==> config.mk <==
export PLATFORM = sky130hd
export DESIGN_NAME = ofs_plat_prim_ready_enable_pipe_flat
export DESIGN_NICKNAME = d
export VERILOG_FILES = /design/src/rtl/ofs_plat_prim_pipe_pkg.sv /design/src/rtl/ofs_plat_prim_ready_enable_pipe_if.sv /design/src/rtl/ofs_plat_prim_ready_enable_stage.sv /design/src/rtl/ofs_plat_prim_ready_enable_pipe.sv /design/src/flat_wrapper.sv
export SDC_FILE = /design/constraint.sdc
export NUM_CORES = 1
export LEC_CHECK = 0
export CORE_MARGIN = 5
export CORE_UTILIZATION = 55
export DETAILED_ROUTE_END_ITERATION = 6
export PLACE_DENSITY_LB_ADDON = 0.05
export REMOVE_ABC_BUFFERS = 1
export SLEW_MARGIN = 10
export SYNTH_ARGS = -nofsm -noshare
export SYNTH_HDL_FRONTEND = slang
export SYNTH_HIERARCHICAL = 1
export SYNTH_SLANG_ARGS = --single-unit
export TNS_END_PERCENT = 5
==> constraint.sdc <==
create_clock -name clk -period 6.85 [get_ports clk]
set_clock_uncertainty 0.2 [all_clocks]
set_input_delay 0.685 -clock clk [delete_from_list [all_inputs] [get_ports clk]]
set_output_delay 0.685 -clock clk [all_outputs]
set_load 0.1 [all_outputs]
==> src/rtl/ofs_plat_prim_pipe_pkg.sv <==
// Shared types for the ready/enable pipeline: pipe mode selection and the
// per-stage occupancy state.
package ofs_plat_prim_pipe_pkg;

   typedef enum logic [1:0] {
      PIPE_BYPASS,
      PIPE_SKID,
      PIPE_SIMPLE
   } t_pipe_mode;

   // FULL is reachable only in skid stages (main + skid register both hold a beat).
   typedef enum logic [1:0] {
      STAGE_EMPTY,
      STAGE_ONE,
      STAGE_FULL
   } t_stage_state;

endpackage

==> src/rtl/ofs_plat_prim_ready_enable_pipe_if.sv <==
// Ready/enable stream bundle: enable + payload + last flow master->slave,
// ready flows slave->master.
interface ofs_plat_prim_ready_enable_pipe_if #(
   parameter int N_DATA_BITS = 64
);
   logic                   enable;
   logic [N_DATA_BITS-1:0] data;
   logic                   last;
   logic                   ready;

   modport master (output enable, output data, output last, input ready);
   modport slave  (input enable, input data, input last, output ready);
endinterface

==> src/rtl/ofs_plat_prim_ready_enable_stage.sv <==
// One registered ready/enable stage. SKID keeps a second register so the
// registered ready still sustains one beat per cycle; SIMPLE holds a single beat.
module ofs_plat_prim_ready_enable_stage
   import ofs_plat_prim_pipe_pkg::*;
#(
   parameter t_pipe_mode MODE   = PIPE_SKID,
   parameter int         N_BITS = 65
)(
   input  logic              clk,
   input  logic              reset,

   input  logic              src_enable,
   input  logic [N_BITS-1:0] src_data,
   output logic              src_ready,

   output logic              dst_enable,
   output logic [N_BITS-1:0] dst_data,
   input  logic              dst_ready
);
   localparam bit IS_SKID = (MODE == PIPE_SKID);

   t_stage_state      state_q, state_d;
   logic              ready_q, ready_d;
   logic [N_BITS-1:0] main_q, skid_q;
   logic              in_xfer, out_xfer;
   logic              load_main_src, load_main_skid, load_skid;

   assign src_ready  = ready_q;
   assign dst_enable = (state_q != STAGE_EMPTY);
   assign dst_data   = main_q;
   assign in_xfer    = src_enable && ready_q;
   assign out_xfer   = dst_enable && dst_ready;

   always_comb begin
      // NOTE: every output of this block gets a default first so no path leaves it unassigned (no latch).
      state_d        = state_q;
      load_main_src  = 1'b0;
      load_main_skid = 1'b0;
      load_skid      = 1'b0;
      unique case (state_q)
         STAGE_EMPTY: begin
            if (in_xfer) begin
               state_d       = STAGE_ONE;
               load_main_src = 1'b1;
            end
         end
         STAGE_ONE: begin
            // A SIMPLE stage never sees in_xfer here: its ready is low while it holds a beat.
            if (in_xfer && out_xfer) begin
               load_main_src = 1'b1;
            end else if (in_xfer) begin
               state_d   = STAGE_FULL;
               load_skid = 1'b1;
            end else if (out_xfer) begin
               state_d = STAGE_EMPTY;
            end
         end
         STAGE_FULL: begin
            if (out_xfer) begin
               state_d        = STAGE_ONE;
               load_main_skid = 1'b1;
            end
         end
         default: state_d = STAGE_EMPTY;
      endcase
      ready_d = IS_SKID ? (state_d != STAGE_FULL) : (state_d == STAGE_EMPTY);
   end

   always_ff @(posedge clk) begin
      if (reset) begin
         state_q <= STAGE_EMPTY;
         ready_q <= 1'b0;
      end else begin
         state_q <= state_d;
         ready_q <= ready_d;
      end
   end

   // NOTE: payload registers carry no reset; the state register alone decides whether they mean anything.
   always_ff @(posedge clk) begin
      if (load_main_src) begin
         main_q <= src_data;
      end else if (load_main_skid) begin
         main_q <= skid_q;
      end
      if (load_skid) begin
         skid_q <= src_data;
      end
   end

endmodule

==> src/rtl/ofs_plat_prim_ready_enable_pipe.sv <==
// N-stage ready/enable register slice with occupancy and complete-packet counts
// derived from the two end-point handshakes.
module ofs_plat_prim_ready_enable_pipe
   import ofs_plat_prim_pipe_pkg::*;
#(
   parameter int         N_DATA_BITS = 64,
   parameter int         NUM_STAGES  = 2,
   parameter t_pipe_mode MODE        = PIPE_SKID,
   parameter int         CNT_BITS    = $clog2(2 * NUM_STAGES + 1)
)(
   input  logic                 clk,
   input  logic                 reset,
   ofs_plat_prim_ready_enable_pipe_if.slave  src,
   ofs_plat_prim_ready_enable_pipe_if.master dst,
   output logic [CNT_BITS-1:0]  occupancy,
   output logic [CNT_BITS-1:0]  pkt_count
);
   localparam int W = N_DATA_BITS + 1;

   generate
      if (MODE == PIPE_BYPASS) begin : g_bypass
         assign dst.enable = src.enable;
         assign dst.data   = src.data;
         assign dst.last   = src.last;
         assign src.ready  = dst.ready;
         assign occupancy  = '0;
         assign pkt_count  = '0;
      end else begin : g_pipe
         logic         chain_enable [NUM_STAGES+1];
         logic         chain_ready  [NUM_STAGES+1];
         logic [W-1:0] chain_data   [NUM_STAGES+1];
         logic         in_acc, out_acc;

         // The chain carries {last, data} so the marker can never slip relative to its beat.
         assign chain_enable[0]          = src.enable;
         assign chain_data[0]            = {src.last, src.data};
         assign src.ready                = chain_ready[0];
         assign dst.enable               = chain_enable[NUM_STAGES];
         assign {dst.last, dst.data}     = chain_data[NUM_STAGES];
         assign chain_ready[NUM_STAGES]  = dst.ready;

         for (genvar i = 0; i < NUM_STAGES; i++) begin : g_stage
            ofs_plat_prim_ready_enable_stage #(
               .MODE   (MODE),
               .N_BITS (W)
            ) stage (
               .clk        (clk),
               .reset      (reset),
               .src_enable (chain_enable[i]),
               .src_data   (chain_data[i]),
               .src_ready  (chain_ready[i]),
               .dst_enable (chain_enable[i+1]),
               .dst_data   (chain_data[i+1]),
               .dst_ready  (chain_ready[i+1])
            );
         end

         assign in_acc  = src.enable && src.ready;
         assign out_acc = dst.enable && dst.ready;

         always_ff @(posedge clk) begin
            if (reset) begin
               occupancy <= '0;
               pkt_count <= '0;
            end else begin
               occupancy <= occupancy + CNT_BITS'(in_acc) - CNT_BITS'(out_acc);
               pkt_count <= pkt_count + CNT_BITS'(in_acc && src.last)
                                      - CNT_BITS'(out_acc && dst.last);
            end
         end
      end
   endgenerate

endmodule
==> src/flat_wrapper.sv <==
// flat-port wrapper written by rule: the top's interface ports become plain ports
module ofs_plat_prim_ready_enable_pipe_flat import ofs_plat_prim_pipe_pkg::*;
#(
   parameter int         N_DATA_BITS = 64,
   parameter int         NUM_STAGES  = 2,
   parameter t_pipe_mode MODE        = PIPE_SKID,
   parameter int         CNT_BITS    = $clog2(2 * NUM_STAGES + 1)
)
  (clk, reset, occupancy, pkt_count, src_enable, src_data, src_last, src_ready, dst_enable, dst_data, dst_last, dst_ready);
  ofs_plat_prim_ready_enable_pipe_if #(.N_DATA_BITS(N_DATA_BITS)) src_i ();
  ofs_plat_prim_ready_enable_pipe_if #(.N_DATA_BITS(N_DATA_BITS)) dst_i ();
  input  logic clk;
  input  logic reset;
  output logic [CNT_BITS-1:0] occupancy;
  output logic [CNT_BITS-1:0] pkt_count;
  input wire logic [$bits(src_i.enable)-1:0] src_enable;
  input wire logic [$bits(src_i.data)-1:0] src_data;
  input wire logic [$bits(src_i.last)-1:0] src_last;
  output wire logic [$bits(src_i.ready)-1:0] src_ready;
  output wire logic [$bits(dst_i.enable)-1:0] dst_enable;
  output wire logic [$bits(dst_i.data)-1:0] dst_data;
  output wire logic [$bits(dst_i.last)-1:0] dst_last;
  input wire logic [$bits(dst_i.ready)-1:0] dst_ready;
  assign src_i.enable = src_enable;
  assign src_i.data = src_data;
  assign src_i.last = src_last;
  assign src_ready = src_i.ready;
  assign dst_enable = dst_i.enable;
  assign dst_data = dst_i.data;
  assign dst_last = dst_i.last;
  assign dst_i.ready = dst_ready;
  ofs_plat_prim_ready_enable_pipe #(.N_DATA_BITS(N_DATA_BITS), .NUM_STAGES(NUM_STAGES), .MODE(MODE), .CNT_BITS(CNT_BITS)) u_core (.clk(clk), .reset(reset), .src(src_i), .dst(dst_i), .occupancy(occupancy), .pkt_count(pkt_count));
endmodule
==> results of run 1 <==
==> sequential cells by signal, indices dropped and copies added, names as in the netlist <==
signal                                 flops
u_core/g_pipe.g_stage.stage/dst_data     130
u_core/g_pipe.g_stage.stage/state_q        4
u_core/pkt_count                           3
u_core/g_pipe.g_stage.stage/src_ready      2
u_core/occupancy                           3
u_core/g_pipe.g_stage.stage/skid_q       130
==> Yosys cell counts <==
| cell | n | area, um2 |
|---|---|---|
| buf_12 | 12 | 240 |
| nor2_1 | 3 | 11.3 |
| dfxtp_1 | 12 | 240 |
| edfxtp_1 | 260 | 7810 |
| nand2_1 | 5 | 18.8 |
| and3b_1 | 2 | 17.5 |
| and2_1 | 3 | 18.8 |
| xor3_1 | 1 | 23.8 |
| nor2b_1 | 3 | 18.8 |
| fa_1 | 2 | 40.0 |
| nor2b_4 | 2 | 27.5 |
| nor3_4 | 2 | 32.5 |
| xnor3_1 | 1 | 22.5 |
| nor3b_1 | 2 | 15.0 |
| nor3_1 | 4 | 20.0 |
| mux2_2 | 30 | 338 |
| nand3_1 | 1 | 5.00 |
| ha_1 | 4 | 50.1 |
| a21oi_1 | 2 | 10.0 |
| or2_2 | 4 | 25.0 |
| mux2_4 | 100 | 1500 |
| o21ai_0 | 2 | 10.0 |
| inv_1 | 5 | 18.8 |
| buf_4 | 2 | 15.0 |
| o32ai_1 | 2 | 17.5 |
| mux2i_1 | 4 | 40.0 |
| and3_1 | 1 | 6.26 |
==> power by group through the flow <==
stage	Combinational, mW	Clock (mW)	Sequential (mW)
2_1_floorplan	0.138	0	2.15
3_3_place_gp	0.448	0	1.96
3_5_place_dp	0.455	0	1.97
4_1_cts	0.456	1.41	1.93
5_1_grt	0.469	1.47	1.94
6_report	0.450	1.36	1.93
==> worst min-delay path by stage <==
stage,startpoint,end,depth (start not counted)
floorplan,u_core/g_pipe.g_stage[0].stage/dst_data[0],u_core/g_pipe.g_stage[1].stage/skid_q[0],0
global placement,u_core/g_pipe.g_stage[0].stage/dst_data[5],u_core/g_pipe.g_stage[1].stage/skid_q[5],0
detailed placement,u_core/g_pipe.g_stage[0].stage/dst_data[1],u_core/g_pipe.g_stage[1].stage/skid_q[1],0
CTS,u_core/g_pipe.g_stage[0].stage/dst_data[1],u_core/g_pipe.g_stage[1].stage/skid_q[1],0
global route,u_core/g_pipe.g_stage[0].stage/dst_data[1],u_core/g_pipe.g_stage[1].stage/skid_q[1],0
finish,u_core/g_pipe.g_stage[0].stage/dst_data[1],u_core/g_pipe.g_stage[1].stage/skid_q[1],0
==> metrics by stage <==
step                      power, mW  setup slack, ns
after floorplan                2.29            0.115
after global placement         2.41             3.27
after detailed placement       2.42             3.19
after CTS                      3.79             3.62
after global routing           3.88             3.57
final                          3.74             3.64
==> logic make-up (layout without fill, tap and decap cells) <==
logic type / count (synthesis) / in the layout / synth area share (%)
buffers and inverters: 19 / 202 / 2.59
muxes: 134 / 134 / 17.7
and+or+nand+nor: 32 / 32 / 2.04
adders and majority gates: 6 / 6 / 0.851
xor gates and xnor gates: 2 / 2 / 0.437
AOI/OAI and AO/OA: 6 / 6 / 0.354
DFF: 272 / 272 / 76.0
==> routing by layer <==
| metal | vias to the layer above | share of wire [%] | wire (um) |
|---|---|---|---|
| met3 | 24 | 5.4 | 954 |
| met2 | 114 | 49 | 8790 |
| li1 | 2176 | - | - |
| met4 | 0 | 2.0 | 363 |
| met1 | 2370 | 43 | 7670 |
| met5 | - | 0 | 0 |
==> final cells by class <==
type                            instances  area, um2  area share, %
Clock buffer                           31        691           5.33
Clock inverter                         19        129          0.994
Inverter                                5       18.8          0.145
Multi-Input combinational cell        180       2300           17.7
Sequential cell                       272       8050           62.1
Tap cell                              260        325           2.51
Timing Repair Buffer                  147       1460           11.2
==> summary.md, run 1 <==
| Metric | Value |
|---|---|
| Relative slew slack | 29.7% |
| Clk root buf | clkbuf_16 |
| Combinational Power Share | 12.0% |
| Final Wtd Congestion | 0.718 |
| Vias in the first global route | 5,115 |
| FP Rows | 50 |
| Distinct cell type count after synthesis | 27 |
| Startpoint Class | flop |
| Die height | 149 um |
| Met2 Use GR | 26.8% |
| P per Cell Area | 289 nW/um2 |
| I/O Buffers | 141 |
| Die Area | 22,100 um2 |
| Cell count after synthesis | 471 |
| Period Utilization, post-route | 46.8% |
| Die Wd | 149 um |
| Clock slew at reported path FFs | 0.06 ns |
| Fraction of layout cells with a size suffix above 1 | 28.9% |
| Vias post-DR | 4,684 |
| Crit Path Category | reg2out |
| Max stage delay cell, worst path | clkdlybuf4s50_1 |
| Hold WC Path Type | reg2reg |
| M1 GR Usage | 21.2% |
| RSZ-0062 raised after global routing | false |
| Slowest stage delay, CP | 1.13 ns |
| Fill count | 1,203 |
| Slew Limit Fails | 0 |
| Overall Global Routing Usage | 15.8% |
| Final std cells w/o fill | 914 |
| Worst r2r src | u_core/g_pipe.g_stage[0].stage/state_q[0] |
| Placed cell areas | 12,100 um2 |
| CTS tree | done |
| I/O pin count | 142 |
| Clock sinks | 272 |
| Routed wire length | 17,800 um |
| GRT busiest layer | met2 |
| Post-CTS Resized | 0 |
| Critical path's top delay family | buffers and inverters |
| Max Buffers Root-to-Sink | 3 |
| Layout Nets | 708 |
| Number of antenna violations at the first check in global routing | 0 |
| Max VDD drop | 0.240 mV |
| Most frequent cells in the layout | edfxtp_1, clkdlybuf4s50_1, mux2_4 |
| FF-to-FF setup slack | 3.92 ns |
| Wire length per cell | 19.5 um |
| Hold WS | 0.243 ns |
| Final min period | 3.21 ns |
| Vias per cell | 5.12 |
| DRC | 0 |
| Hpwl dp | 10,600 um |
| Yosys reg bits | 272 |
| Commonest non-fill, non-tap cell in the layout | edfxtp_1 |
| Final setup TNS | 0 ns |
| H-tree Lvls | 1 |
| # diodes | 0 |
| Cell Int Power | 2.82 mW |
| Initial core utilization | 56.2% |
| Reg2Reg Capture Point | u_core/g_pipe.g_stage[1].stage/dst_data[7] |
| NetSw | 0.921 mW |
| Critical path depth in cells | 2 |
| Dpl cells | 864 |
| Reg2Reg Depth | 6 |
| First-pass detailed-route iteration total | 4 |
| Drt first-iter violations | 223 |
| F_max | 312 MHz |
| Switching share of total power | 24.6% |
| Hold Fails Final Rpt | 0 |
| Clock group share of total power | 36.4% |
| Post-DRT Antenna Nets | 0 |
| Finished Core Util | 68.9% |
| Total congestion overflow | 0 |
| Hold buffers post-CTS | 0 |
| Status | completed |
| Cell Area, Synth | 10,600 um2 |
| Synth warn | 6 |
| Crit path buffers/inverters | 1 |
| Leakage | 4.51 nW |
| Clk Latency, worst-skew pair | 0.53 ns |
| CP Capture Type | output port |
| Register area share after synthesis | 76.0% |
| Core area | 18,800 um2 |
| MaxCap Viol Count | 0 |
| Worst Path Max Fanout | 6 |
| CP startpoint | u_core/g_pipe.g_stage[1].stage/state_q[0] |
| Avg Cell Area, Syn | 22.5 um2 |
| First-pass GRT wire length | 27,700 um |
| Capture point of the critical path | dst_enable |
| Worst EP arrival | 2.32 ns |
| Crit-path cells | or2_2, clkdlybuf4s50_1 |
| Seq pwr share | 51.6% |
| Largest net degree at the start of global routing | 67 |
| Num CTS Buffers | 27 |
| Post-CTS Setup Repair Bufs | 0 |
| Worst slew pin tran | 1.05 ns |
| Final Instance Area | 13,000 um2 |
| WP data required | 5.96 ns |
| Area growth, synth to finish | 22.4% |
| # setup viols final | 0 |
| Met3 usage | 3.31% |
(Power assumes the default switching activity.)
==> run 2: changes to the inputs <==
--- a/config.mk
+++ b/config.mk
@@ -6,7 +6,7 @@
 export NUM_CORES = 1
 export LEC_CHECK = 0
 export CORE_MARGIN = 5
-export CORE_UTILIZATION = 55
+export CORE_UTILIZATION = 49
 export DETAILED_ROUTE_END_ITERATION = 6
 export PLACE_DENSITY_LB_ADDON = 0.05
 export REMOVE_ABC_BUFFERS = 1
==> constraint.sdc (replaced) <==
create_clock -name clk -period 2.85 [get_ports clk]
set_clock_uncertainty 0.2 [all_clocks]
set_input_delay 0.285 -clock clk [delete_from_list [all_inputs] [get_ports clk]]
set_output_delay 0.285 -clock clk [all_outputs]
set_load 0.1 [all_outputs]
==> run 2 against run 1 <==
Against the previous run: combinational power rose by 150%; critical path depth rose by 6; cell count rose by 2.7%; sequential share of layout area fell by 0.96 points; non-clock buffer count rose by 9; flip-flop and latch count did not move; core utilization fell by 6.6 points; clock power rose to 2.7 times the previous value; global-route usage fell by 1.3 points; count of clock-buffer cells in the layout rose by 2; total power rose to 2.5 times the previous value; largest cell class unchanged; largest power group unchanged.
==> summary.md, run 2 (synthesis gave the netlist of run 1 again) <==
| Metric | Value |
|---|---|
| Status | completed (unchanged) |
| Routed wire length | 18,100 um (was 17,800 um) |
| Post-CTS Setup Repair Bufs | 0 (unchanged) |
| Initial core utilization | 50.1% (was 56.2%) |
| Leakage | 4.73 nW (was 4.51 nW) |
| # diodes | 0 (unchanged) |
| First-pass detailed-route iteration total | 4 (unchanged) |
| Layout Nets | 718 (was 708) |
| Fraction of layout cells with a size suffix above 1 | 41.3% (was 28.9%) |
| Area growth, synth to finish | 24.3% (was 22.4%) |
| Vias post-DR | 4,731 (was 4,684) |
| Clk Latency, worst-skew pair | 0.52 ns (was 0.53 ns) |
| Most frequent cells in the layout | edfxtp_1, mux2_4, buf_4 (was edfxtp_1, clkdlybuf4s50_1, mux2_4) |
| Drt first-iter violations | 251 (was 223) |
| Hold buffers post-CTS | 0 (unchanged) |
| Max Buffers Root-to-Sink | 3 (unchanged) |
| Max VDD drop | 0.411 mV (was 0.240 mV) |
| Clk root buf | clkbuf_16 (unchanged) |
| DRC | 0 (unchanged) |
| Largest net degree at the start of global routing | 66 (was 67) |
| Number of antenna violations at the first check in global routing | 1 (was 0) |
| FP Rows | 53 (was 50) |
| MaxCap Viol Count | 0 (unchanged) |
| First-pass GRT wire length | 28,000 um (was 27,700 um) |
| I/O pin count | 142 (unchanged) |
| P per Cell Area | 715 nW/um2 (was 289 nW/um2) |
| Commonest non-fill, non-tap cell in the layout | edfxtp_1 (unchanged) |
| Worst Path Max Fanout | 6 (unchanged) |
| RSZ-0062 raised after global routing | false (unchanged) |
| # setup viols final | 0 (unchanged) |
| I/O Buffers | 141 (unchanged) |
| Wire length per cell | 19.3 um (was 19.5 um) |
| Worst EP arrival | 2.56 ns (was 2.32 ns) |
| Overall Global Routing Usage | 14.5% (was 15.8%) |
| Die height | 157 um (was 149 um) |
| Final Wtd Congestion | 0.728 (was 0.718) |
| Post-DRT Antenna Nets | 0 (unchanged) |
| Finished Core Util | 62.2% (was 68.9%) |
| Final min period | 2.37 ns |
| Slew Limit Fails | 0 (unchanged) |
| Period Utilization, post-route | 83.2% |
| Core area | 21,200 um2 (was 18,800 um2) |
| Hold WS | 0.149 ns (was 0.243 ns) |
| Vias in the first global route | 5,083 (was 5,115) |
| Relative slew slack | 65.0% (was 29.7%) |
| Clock slew at reported path FFs | 0.06 ns (about the same) |
| Post-CTS Resized | 0 (unchanged) |
| Hold WC Path Type | in2reg (was reg2reg) |
| Hpwl dp | 11,200 um (was 10,600 um) |
| Die Wd | 157 um (was 149 um) |
| Die Area | 24,700 um2 (was 22,100 um2) |
| CP Capture Type | flop (was output port) |
| F_max | 422 MHz |
| CTS tree | done (unchanged) |
| Hold Fails Final Rpt | 0 (unchanged) |
| Crit Path Category | reg2reg (was reg2out) |
| Reg2Reg Depth | 8 (was 6) |
| Total congestion overflow | 0 (unchanged) |
| H-tree Lvls | 1 (unchanged) |
| WP data required | 3.04 ns (was 5.96 ns) |
| Worst slew pin tran | 0.524 ns (was 1.05 ns) |
| Vias per cell | 5.04 (was 5.12) |
| Hold path cells | 1 (was 0) |
| Startpoint Class | flop (unchanged) |
| Num CTS Buffers | 28 (was 27) |
| Clock sinks | 272 (unchanged) |
run 2: worst max-delay path: stages (launching register included):
cell and delay (ns):
dfxtp_1 0.39, or2_2 0.35, and3_1 0.19, ha_1 0.27, inv_1 0.04, ha_1 0.18, fa_1 0.38, xor3_1 0.21
nor2_1 0.04
run 2: power breakdown:
group / switching [mW] / internal, mW / total, mW / leakage [nW]
clock network: 1.43 / 2.24 / 3.67 / 0.459
registers: 0.0701 / 4.57 / 4.64 / 2.48
logic: 0.720 / 0.390 / 1.11 / 1.79
total: 2.22 / 7.19 / 9.41 / 4.73
run 2: per-stage QoR:
| stage | worst slack, ns | area (um2) | power (mW) | instances | setup TNS, ns |
|---|---|---|---|---|---|
| final | 0.480 | 13200 | 9.41 | 939 | 0 |
| after global routing | 0.376 | 13200 | 9.77 | 939 | 0 |
| after CTS | 0.486 | 13200 | 9.53 | 939 | 0 |
| after detailed placement | 0.277 | 12200 | 5.84 | 888 | 0 |
| after global placement | 0.358 | 12200 | 5.82 | 888 | 0 |
| after floorplan | -3.88 | 10300 | 5.51 | 457 | -672.84 |
run 2: cell type report:
class                   instances  area [um2]
flip-flops and latches        272        8050
fillers                      1523        7990
multi-input cells             180        2300
repair buffers                156        1520
clock buffers                  33         751
well taps                     275         344
clock inverters                18         193
inverters                       5        18.8
run 2: final timing paths:
kind	endpoint	slack (ns)	startpoint
worst max-delay path	u_core/pkt_count[2]	0.48	u_core/g_pipe.g_stage[1].stage/state_q[0]
worst min-delay path	u_core/g_pipe.g_stage[0].stage/skid_q[38]	0.15	src_data[38]
worst max register to register	u_core/pkt_count[2]	0.48	u_core/g_pipe.g_stage[1].stage/state_q[0]
worst min register to register	u_core/g_pipe.g_stage[1].stage/skid_q[9]	0.24	u_core/g_pipe.g_stage[0].stage/dst_data[9]
run 2: layer usage:
metal / wire length [um] / vias up / track usage [%]
li1: - / 2195 / -
met1: 7570 / 2385 / 19.2
met2: 9000 / 123 / 24.8
met3: 1270 / 26 / 3.33
met4: 235 / 2 / 3.28
met5: 13 / - / 0
